`src/rtl/axi4lite_apb_bridge_pkg.sv`:
```
// axi4lite_apb_bridge_pkg: shared state encoding, response codes and bus widths
package axi_apb_pkg;
  typedef enum logic [1:0] {IDLE, SETUP, ACCESS, RESP} state_t;
  localparam logic [1:0] RESP_OKAY = 2'b00;
  localparam logic [1:0] RESP_SLVERR = 2'b10;
  localparam int APB_ADDR_W = 32;
  localparam int APB_DATA_W = 32;
endpackage

```
`src/rtl/axi4lite_apb_bridge_if.sv`:
```
// axi4lite_apb_bridge_if: AXI4-Lite slave side and APB master side of the bridge
interface axi4lite_apb_bridge_if;
  import axi_apb_pkg::*;
  logic awvalid, awready, wvalid, wready, bvalid, bready, arvalid, arready, rvalid, rready;
  logic [APB_ADDR_W-1:0] awaddr, araddr, paddr;
  logic [2:0] awprot, arprot, pprot;
  logic [APB_DATA_W-1:0] wdata, rdata, pwdata, prdata;
  logic [3:0] wstrb, pstrb;
  logic [1:0] bresp, rresp;
  logic psel, penable, pwrite, pready, pslverr;
  modport slave (
    input awvalid, awaddr, awprot, wvalid, wdata, wstrb, bready, arvalid, araddr, arprot, rready,
    input pready, prdata, pslverr,
    output awready, wready, bvalid, bresp, arready, rvalid, rdata, rresp,
    output paddr, psel, penable, pprot, pwrite, pwdata, pstrb
  );
  modport master (
    output awvalid, awaddr, awprot, wvalid, wdata, wstrb, bready, arvalid, araddr, arprot, rready,
    output pready, prdata, pslverr,
    input awready, wready, bvalid, bresp, arready, rvalid, rdata, rresp,
    input paddr, psel, penable, pprot, pwrite, pwdata, pstrb
  );
endinterface

```
`src/rtl/axi4lite_apb_bridge.sv`:
```
// axi4lite_apb_bridge: single-outstanding AXI4-Lite to APB bridge with round-robin
// read/write arbitration and an ACCESS-phase watchdog
module axi4lite_apb_bridge
  import axi_apb_pkg::*;
#(
  parameter int TIMEOUT_CYCLES = 1024
) (
  input logic clock,
  input logic reset,
  axi4lite_apb_bridge_if.slave bus
);
  localparam logic [15:0] TIMEOUT = 16'(TIMEOUT_CYCLES);
  state_t state, state_n;
  logic last_w, write;
  logic [APB_ADDR_W-1:0] addr;
  logic [APB_DATA_W-1:0] data, rdata;
  logic [3:0] strb;
  logic [2:0] prot;
  logic [1:0] resp;
  logic [15:0] wdog;
  logic want_w, want_r, grant_w, grant_r, expire, done;
  // both candidates present: alternate away from whoever won last
  assign want_w = bus.awvalid && bus.wvalid;
  assign want_r = bus.arvalid;
  assign grant_w = state == IDLE && want_w && (!want_r || !last_w);
  assign grant_r = state == IDLE && want_r && !grant_w;
  assign expire = TIMEOUT != 16'd0 && wdog + 16'd1 == TIMEOUT;
  assign done = state == ACCESS && (bus.pready || expire);
  always_ff @(posedge clock)
    if (reset) state <= IDLE;
    else state <= state_n;
  always_comb begin
    state_n = state;
    case (state)
      IDLE: state_n = grant_w || grant_r ? SETUP : IDLE;
      SETUP: state_n = ACCESS;
      ACCESS: state_n = done ? RESP : ACCESS;
      RESP: state_n = (write ? bus.bready : bus.rready) ? IDLE : RESP;
      default: state_n = IDLE;
    endcase
  end
  always_comb begin
    bus.awready = grant_w;
    bus.wready = grant_w;
    bus.arready = grant_r;
    bus.psel = state == SETUP || state == ACCESS;
    bus.penable = state == ACCESS;
    bus.paddr = addr;
    bus.pprot = prot;
    bus.pwrite = write;
    bus.pwdata = data;
    bus.pstrb = strb;
    bus.bvalid = state == RESP && write;
    bus.rvalid = state == RESP && !write;
    bus.bresp = resp;
    bus.rresp = resp;
    bus.rdata = rdata;
  end
  always_ff @(posedge clock) begin
    if (reset) begin
      last_w <= 1'b0;
      write <= 1'b0;
      addr <= '0;
      prot <= '0;
      data <= '0;
      strb <= '0;
      rdata <= '0;
      resp <= RESP_OKAY;
      wdog <= '0;
    end else begin
      if (grant_w || grant_r) begin
        addr <= grant_w ? bus.awaddr : bus.araddr;
        prot <= grant_w ? bus.awprot : bus.arprot;
        data <= grant_w ? bus.wdata : '0;
        strb <= grant_w ? bus.wstrb : 4'h0;
        write <= grant_w;
        last_w <= grant_w;
      end
      // pready wins over a simultaneous watchdog expiry
      if (done) begin
        resp <= !bus.pready || bus.pslverr ? RESP_SLVERR : RESP_OKAY;
        if (!write) rdata <= bus.pready ? bus.prdata : '0;
      end
      if (state == SETUP) wdog <= '0;
      else if (state == ACCESS && !bus.pready) wdog <= wdog + 16'd1;
    end
  end
endmodule

```
`src/flat_wrapper.sv`:
```
// flat-port wrapper written by rule: the top's interface ports become plain ports
module axi4lite_apb_bridge_flat import axi_apb_pkg::*;
#(
  parameter int TIMEOUT_CYCLES = 1024
)
  (clock, reset, bus_awvalid, bus_awaddr, bus_awprot, bus_wvalid, bus_wdata, bus_wstrb, bus_bready, bus_arvalid, bus_araddr, bus_arprot, bus_rready, bus_pready, bus_prdata, bus_pslverr, bus_awready, bus_wready, bus_bvalid, bus_bresp, bus_arready, bus_rvalid, bus_rdata, bus_rresp, bus_paddr, bus_psel, bus_penable, bus_pprot, bus_pwrite, bus_pwdata, bus_pstrb);
  axi4lite_apb_bridge_if bus_i ();
  input logic clock;
  input logic reset;
  input wire logic [$bits(bus_i.awvalid)-1:0] bus_awvalid;
  input wire logic [$bits(bus_i.awaddr)-1:0] bus_awaddr;
  input wire logic [$bits(bus_i.awprot)-1:0] bus_awprot;
  input wire logic [$bits(bus_i.wvalid)-1:0] bus_wvalid;
  input wire logic [$bits(bus_i.wdata)-1:0] bus_wdata;
  input wire logic [$bits(bus_i.wstrb)-1:0] bus_wstrb;
  input wire logic [$bits(bus_i.bready)-1:0] bus_bready;
  input wire logic [$bits(bus_i.arvalid)-1:0] bus_arvalid;
  input wire logic [$bits(bus_i.araddr)-1:0] bus_araddr;
  input wire logic [$bits(bus_i.arprot)-1:0] bus_arprot;
  input wire logic [$bits(bus_i.rready)-1:0] bus_rready;
  input wire logic [$bits(bus_i.pready)-1:0] bus_pready;
  input wire logic [$bits(bus_i.prdata)-1:0] bus_prdata;
  input wire logic [$bits(bus_i.pslverr)-1:0] bus_pslverr;
  output wire logic [$bits(bus_i.awready)-1:0] bus_awready;
  output wire logic [$bits(bus_i.wready)-1:0] bus_wready;
  output wire logic [$bits(bus_i.bvalid)-1:0] bus_bvalid;
  output wire logic [$bits(bus_i.bresp)-1:0] bus_bresp;
  output wire logic [$bits(bus_i.arready)-1:0] bus_arready;
  output wire logic [$bits(bus_i.rvalid)-1:0] bus_rvalid;
  output wire logic [$bits(bus_i.rdata)-1:0] bus_rdata;
  output wire logic [$bits(bus_i.rresp)-1:0] bus_rresp;
  output wire logic [$bits(bus_i.paddr)-1:0] bus_paddr;
  output wire logic [$bits(bus_i.psel)-1:0] bus_psel;
  output wire logic [$bits(bus_i.penable)-1:0] bus_penable;
  output wire logic [$bits(bus_i.pprot)-1:0] bus_pprot;
  output wire logic [$bits(bus_i.pwrite)-1:0] bus_pwrite;
  output wire logic [$bits(bus_i.pwdata)-1:0] bus_pwdata;
  output wire logic [$bits(bus_i.pstrb)-1:0] bus_pstrb;
  assign bus_i.awvalid = bus_awvalid;
  assign bus_i.awaddr = bus_awaddr;
  assign bus_i.awprot = bus_awprot;
  assign bus_i.wvalid = bus_wvalid;
  assign bus_i.wdata = bus_wdata;
  assign bus_i.wstrb = bus_wstrb;
  assign bus_i.bready = bus_bready;
  assign bus_i.arvalid = bus_arvalid;
  assign bus_i.araddr = bus_araddr;
  assign bus_i.arprot = bus_arprot;
  assign bus_i.rready = bus_rready;
  assign bus_i.pready = bus_pready;
  assign bus_i.prdata = bus_prdata;
  assign bus_i.pslverr = bus_pslverr;
  assign bus_awready = bus_i.awready;
  assign bus_wready = bus_i.wready;
  assign bus_bvalid = bus_i.bvalid;
  assign bus_bresp = bus_i.bresp;
  assign bus_arready = bus_i.arready;
  assign bus_rvalid = bus_i.rvalid;
  assign bus_rdata = bus_i.rdata;
  assign bus_rresp = bus_i.rresp;
  assign bus_paddr = bus_i.paddr;
  assign bus_psel = bus_i.psel;
  assign bus_penable = bus_i.penable;
  assign bus_pprot = bus_i.pprot;
  assign bus_pwrite = bus_i.pwrite;
  assign bus_pwdata = bus_i.pwdata;
  assign bus_pstrb = bus_i.pstrb;
  axi4lite_apb_bridge #(.TIMEOUT_CYCLES(TIMEOUT_CYCLES)) u_core (.clock(clock), .reset(reset), .bus(bus_i));
endmodule
```
`config.mk`:
```
export PLATFORM = sky130hd
export DESIGN_NAME = axi4lite_apb_bridge_flat
export DESIGN_NICKNAME = d
export VERILOG_FILES = /design/src/rtl/axi4lite_apb_bridge_pkg.sv /design/src/rtl/axi4lite_apb_bridge_if.sv /design/src/rtl/axi4lite_apb_bridge.sv /design/src/flat_wrapper.sv
export SDC_FILE = /design/constraint.sdc
export NUM_CORES = 1
export LEC_CHECK = 0
export ABC_AREA = 0
export BUFFER_PORTS_ARGS = -buffer_cell sky130_fd_sc_hd__buf_2
export CAP_MARGIN = 20
export CORE_MARGIN = 1
export CORE_UTILIZATION = 45
export DETAILED_ROUTE_END_ITERATION = 16
export PLACE_DENSITY = 0.75
export RECOVER_POWER = 100
export SLEW_MARGIN = 10
export SYNTH_ARGS = -nofsm -noshare
export SYNTH_HDL_FRONTEND = slang
export SYNTH_SLANG_ARGS = --single-unit
```
`constraint.sdc`:
```
create_clock -name clock -period 2.7 [get_ports clock]
set_input_delay 0.135 -clock clock [delete_from_list [all_inputs] [get_ports clock]]
set_output_delay 0.135 -clock clock [all_outputs]
set_load 0.01 [all_outputs]
```
==> impl_metrics.yaml <==
detailed_routing:
  avgViaCountPerCell: 5.43
  drtPass1Iterations: 8
  drc: 0
  antenna_left: 0
  wl_per_cell_microns: 16.2
  drt_iter0_markers: 462
  num_vias: 5764
  drt_wl_total_microns: 17200
global_route:
  globalRouteMet2Util_pct: 50.5
  top_usage_layer: "met2"
  grt_pass1_wl_microns: 26100
  grtUsageMet1_pct: 30.9
  overflow: 0
  grt_use_total_pct: 28.8
  first_global_vias: 5490
  gr-usage-met3_pct: 7.84
  grt_max_degree: 67
  antenna_found_initial: 0
timing:
  finClkSkew_ps: 10.2
  fin_hold_ws_ps: 24.5
  setup_tns_ps: 0
  hold_viol_final: 0
  min_period_ps: 2500
  final_max_slew_viol_count: 0
  setup_viol: 0
  fin_crit_sh_pct: 92.6
  max_slew_margin_pct: 35.7
  setup_slack_ps: 199
  tightest_slew_ps: 961
  rsz0062_at_grt: "false"
  max_freq_mhz: 400
finish:
  antenna_cells: 0
  fin_nets: 1063
  final_cells: 1062
  final_core_util_pct: 70.9
  final_area_sq_um: 7750
  drive_above_1_share_pct: 21.5
  syn_to_final_growth_pct: 52.2
  n_fill_cell: 873
clock_network:
  cts_max_level: 4
  clk_transition_reported_paths_ps: 50
  cts_sinks: 123
  ctsResizeCount: 0
  cts_tree: "built"
  cts_buffers: 17
  post_cts_buffers: 0
  worstSkewPairLatency_ps: 410
  cts_buffer_depth: 2
  root_buffer: "clkbuf_16"
hold_path:
  hold_start: "bus_awaddr[24]"
  holdCritPathClass: "in -> reg"
  hold_end: "u_core.bus.paddr[24]$_SDFFE_PP0P_"
  hold_depth: 3
power:
  seqPwrFrac_pct: 35.9
  switching_share_pct: 32.4
  vdd_ir_drop_max_uv: 467
  powerDensity_nw_per_um2: 811
  p_leak_nw: 3.15
  switching_power_mw: 2.04
  combPwrFrac_pct: 26.9
  p_total_mw: 6.29
  pwr-share-clk_pct: 37.2
  p_int_mw: 4.25
worst_setup_path:
  setup.worst_path.end_class: "flip-flop"
  crit_arrival_ps: 2850
  worstPathMaxFanout: 50
  critical_path_required_ps: 3050
  worstReg2RegStart: "u_core.state[1]$_SDFF_PP0_"
  cp-start-kind: "flip-flop"
  reg2regPathDepth: 7
  r2r_end: "u_core.bus.paddr[13]$_SDFFE_PP0P_"
  worstSetupPathType: "reg -> reg"
  r2r_setup_slack_ps: 200
synthesis:
  netlist_top_cells_count: "dfxtp_1 (123), nand2_1 (84), nand3_1 (83)"
  synth-seq-cells: 123
  syn_inst: 588
  netlist_area_sq_um: 5090
  synthTopCellsByArea: "dfxtp_1 (48%), nand3_1 (8.2%), a311oi_1 (6.2%)"
  synth_edf_count: 0
  ys_async_sr_fraction_pct: 0
  yosys.area.top_type: "dfxtp_1"
  yosysTopAreaCellShare_pct: 48.3
  ys_seq_area_share_pct: 48.3
  synth_most_common_cell: "dfxtp_1"
  ys_warn_count: 0
  avgSynthCellArea_sq_um: 8.66
  synth_cell_types: 45
  synthFlopType: "dfxtp_1"
die:
  io-pin-count: 262
  core_area_sq_um: 10900
  die_h_microns: 108
  die_w_microns: 108
  initial_utilization_pct: 46.6
  placementRows: 38
  die_area_sq_um: 11800
placed_design:
  place_congestion: 0.844
  place_hpwl_microns: 10300
  dp.cells: 940
  numPortBuffers: 259
  placed_area_sq_um: 6390
  pre_cts_ws_ps: 326
outcome:
  status: "finished clean"
run:
  max-cap-violations: 0
==> power by group through the flow <==
stage	sequential, mW	combinational (mW)	clock, mW
after floorplan	2.38	0.875	0
after global placement	2.26	1.56	0
after detailed placement	2.27	1.60	0
after CTS	2.24	1.72	2.37
after global routing	2.29	1.83	2.46
final	2.26	1.69	2.34
==> cell families after synthesis <==
logic type,count (synthesis),share of synthesized area (%)
other,1,0.0736
adders and majority gates,7,1.72
AOI/OAI and AO/OA,124,18.4
DFF,123,48.3
buffers and inverters,65,5.75
and+or+nand+nor,249,22.4
xor gates and xnor gates,17,2.92
muxes,2,0.393
==> critical path: stages, from the launching register on <==
cell           delay, ps
dfxtp_1              400
inv_1                110
ha_1                 290
nand2_2              110
buf_4                440
nand2_1              150
a311oi_1             340
dlygate4sd3_1        590
==> flip-flops by register name, indices dropped and copies added (netlist names) <==
name               cells
u_core.bus.bresp       1
u_core.last_w          1
u_core.bus.pprot       3
u_core.bus.pstrb       4
u_core.bus.paddr      32
u_core.state           2
u_core.bus.pwdata     32
u_core.bus.rdata      32
u_core.wdog           16
==> per-layer routing <==
layer / routed length, microns / part of all wire, %
met1: 6610 / 38
met3: 1150 / 6.6
met4: 666 / 3.9
met5: 0 / 0
met2: 8820 / 51
==> area by class of cell <==
class                           count  area, sq um  area share, %
Clock inverter                     12          173           2.23
Sequential cell                   123         2460           31.8
Tap cell                          140          175           2.26
Clock buffer                       20          437           5.63
Inverter                            6         22.5          0.290
Timing Repair Buffer              360         2130           27.5
Multi-Input combinational cell    401         2350           30.3
==> cells in the final DEF, fill, tap and decap left out, types with 3 or more instances in the layout <==
cell type and count:
buf_2 146, dfxtp_1 123, clkbuf_1 117, dlygate4sd3_1 90, nand2_1 83, nand3_1 83, nor2_1 53, a21oi_1 42
a311oi_1 36, a22o_1 32, clkbuf_16 17, xor2_1 11, buf_4 10, ha_1 7, xnor2_1 6, nand4_1 5
inv_1 4, or3_1 4, bufinv_16 4, clkinv_2 4, nor3_2 3, and3_1 3, o21ai_0 3
==> worst max-delay path by stage <==
stage | from | to | slack, ps | depth (start not counted)
floorplan | u_core.wdog[0]$_SDFFE_PP0P_ | u_core.bus.rdata[0]$_SDFFE_PP0P_ | 710 | 8
global placement | u_core.wdog[0]$_SDFFE_PP0P_ | u_core.bus.rdata[13]$_SDFFE_PP0P_ | 400 | 7
detailed placement | u_core.wdog[0]$_SDFFE_PP0P_ | u_core.bus.rdata[18]$_SDFFE_PP0P_ | 330 | 7
CTS | u_core.wdog[0]$_SDFFE_PP0P_ | u_core.bus.rdata[29]$_SDFFE_PP0P_ | 310 | 7
global route | u_core.state[1]$_SDFF_PP0_ | u_core.bus.paddr[13]$_SDFFE_PP0P_ | 70 | 7
finish | u_core.state[1]$_SDFF_PP0_ | u_core.bus.paddr[13]$_SDFFE_PP0P_ | 200 | 7
==> what timing repair did <==
item,in CTS,in global routing
hold buffers,90,0
hold endpoints to repair,88,0
endpoints found under the setup margin,0,0
Note: power is estimated with default switching activity, not from simulation.
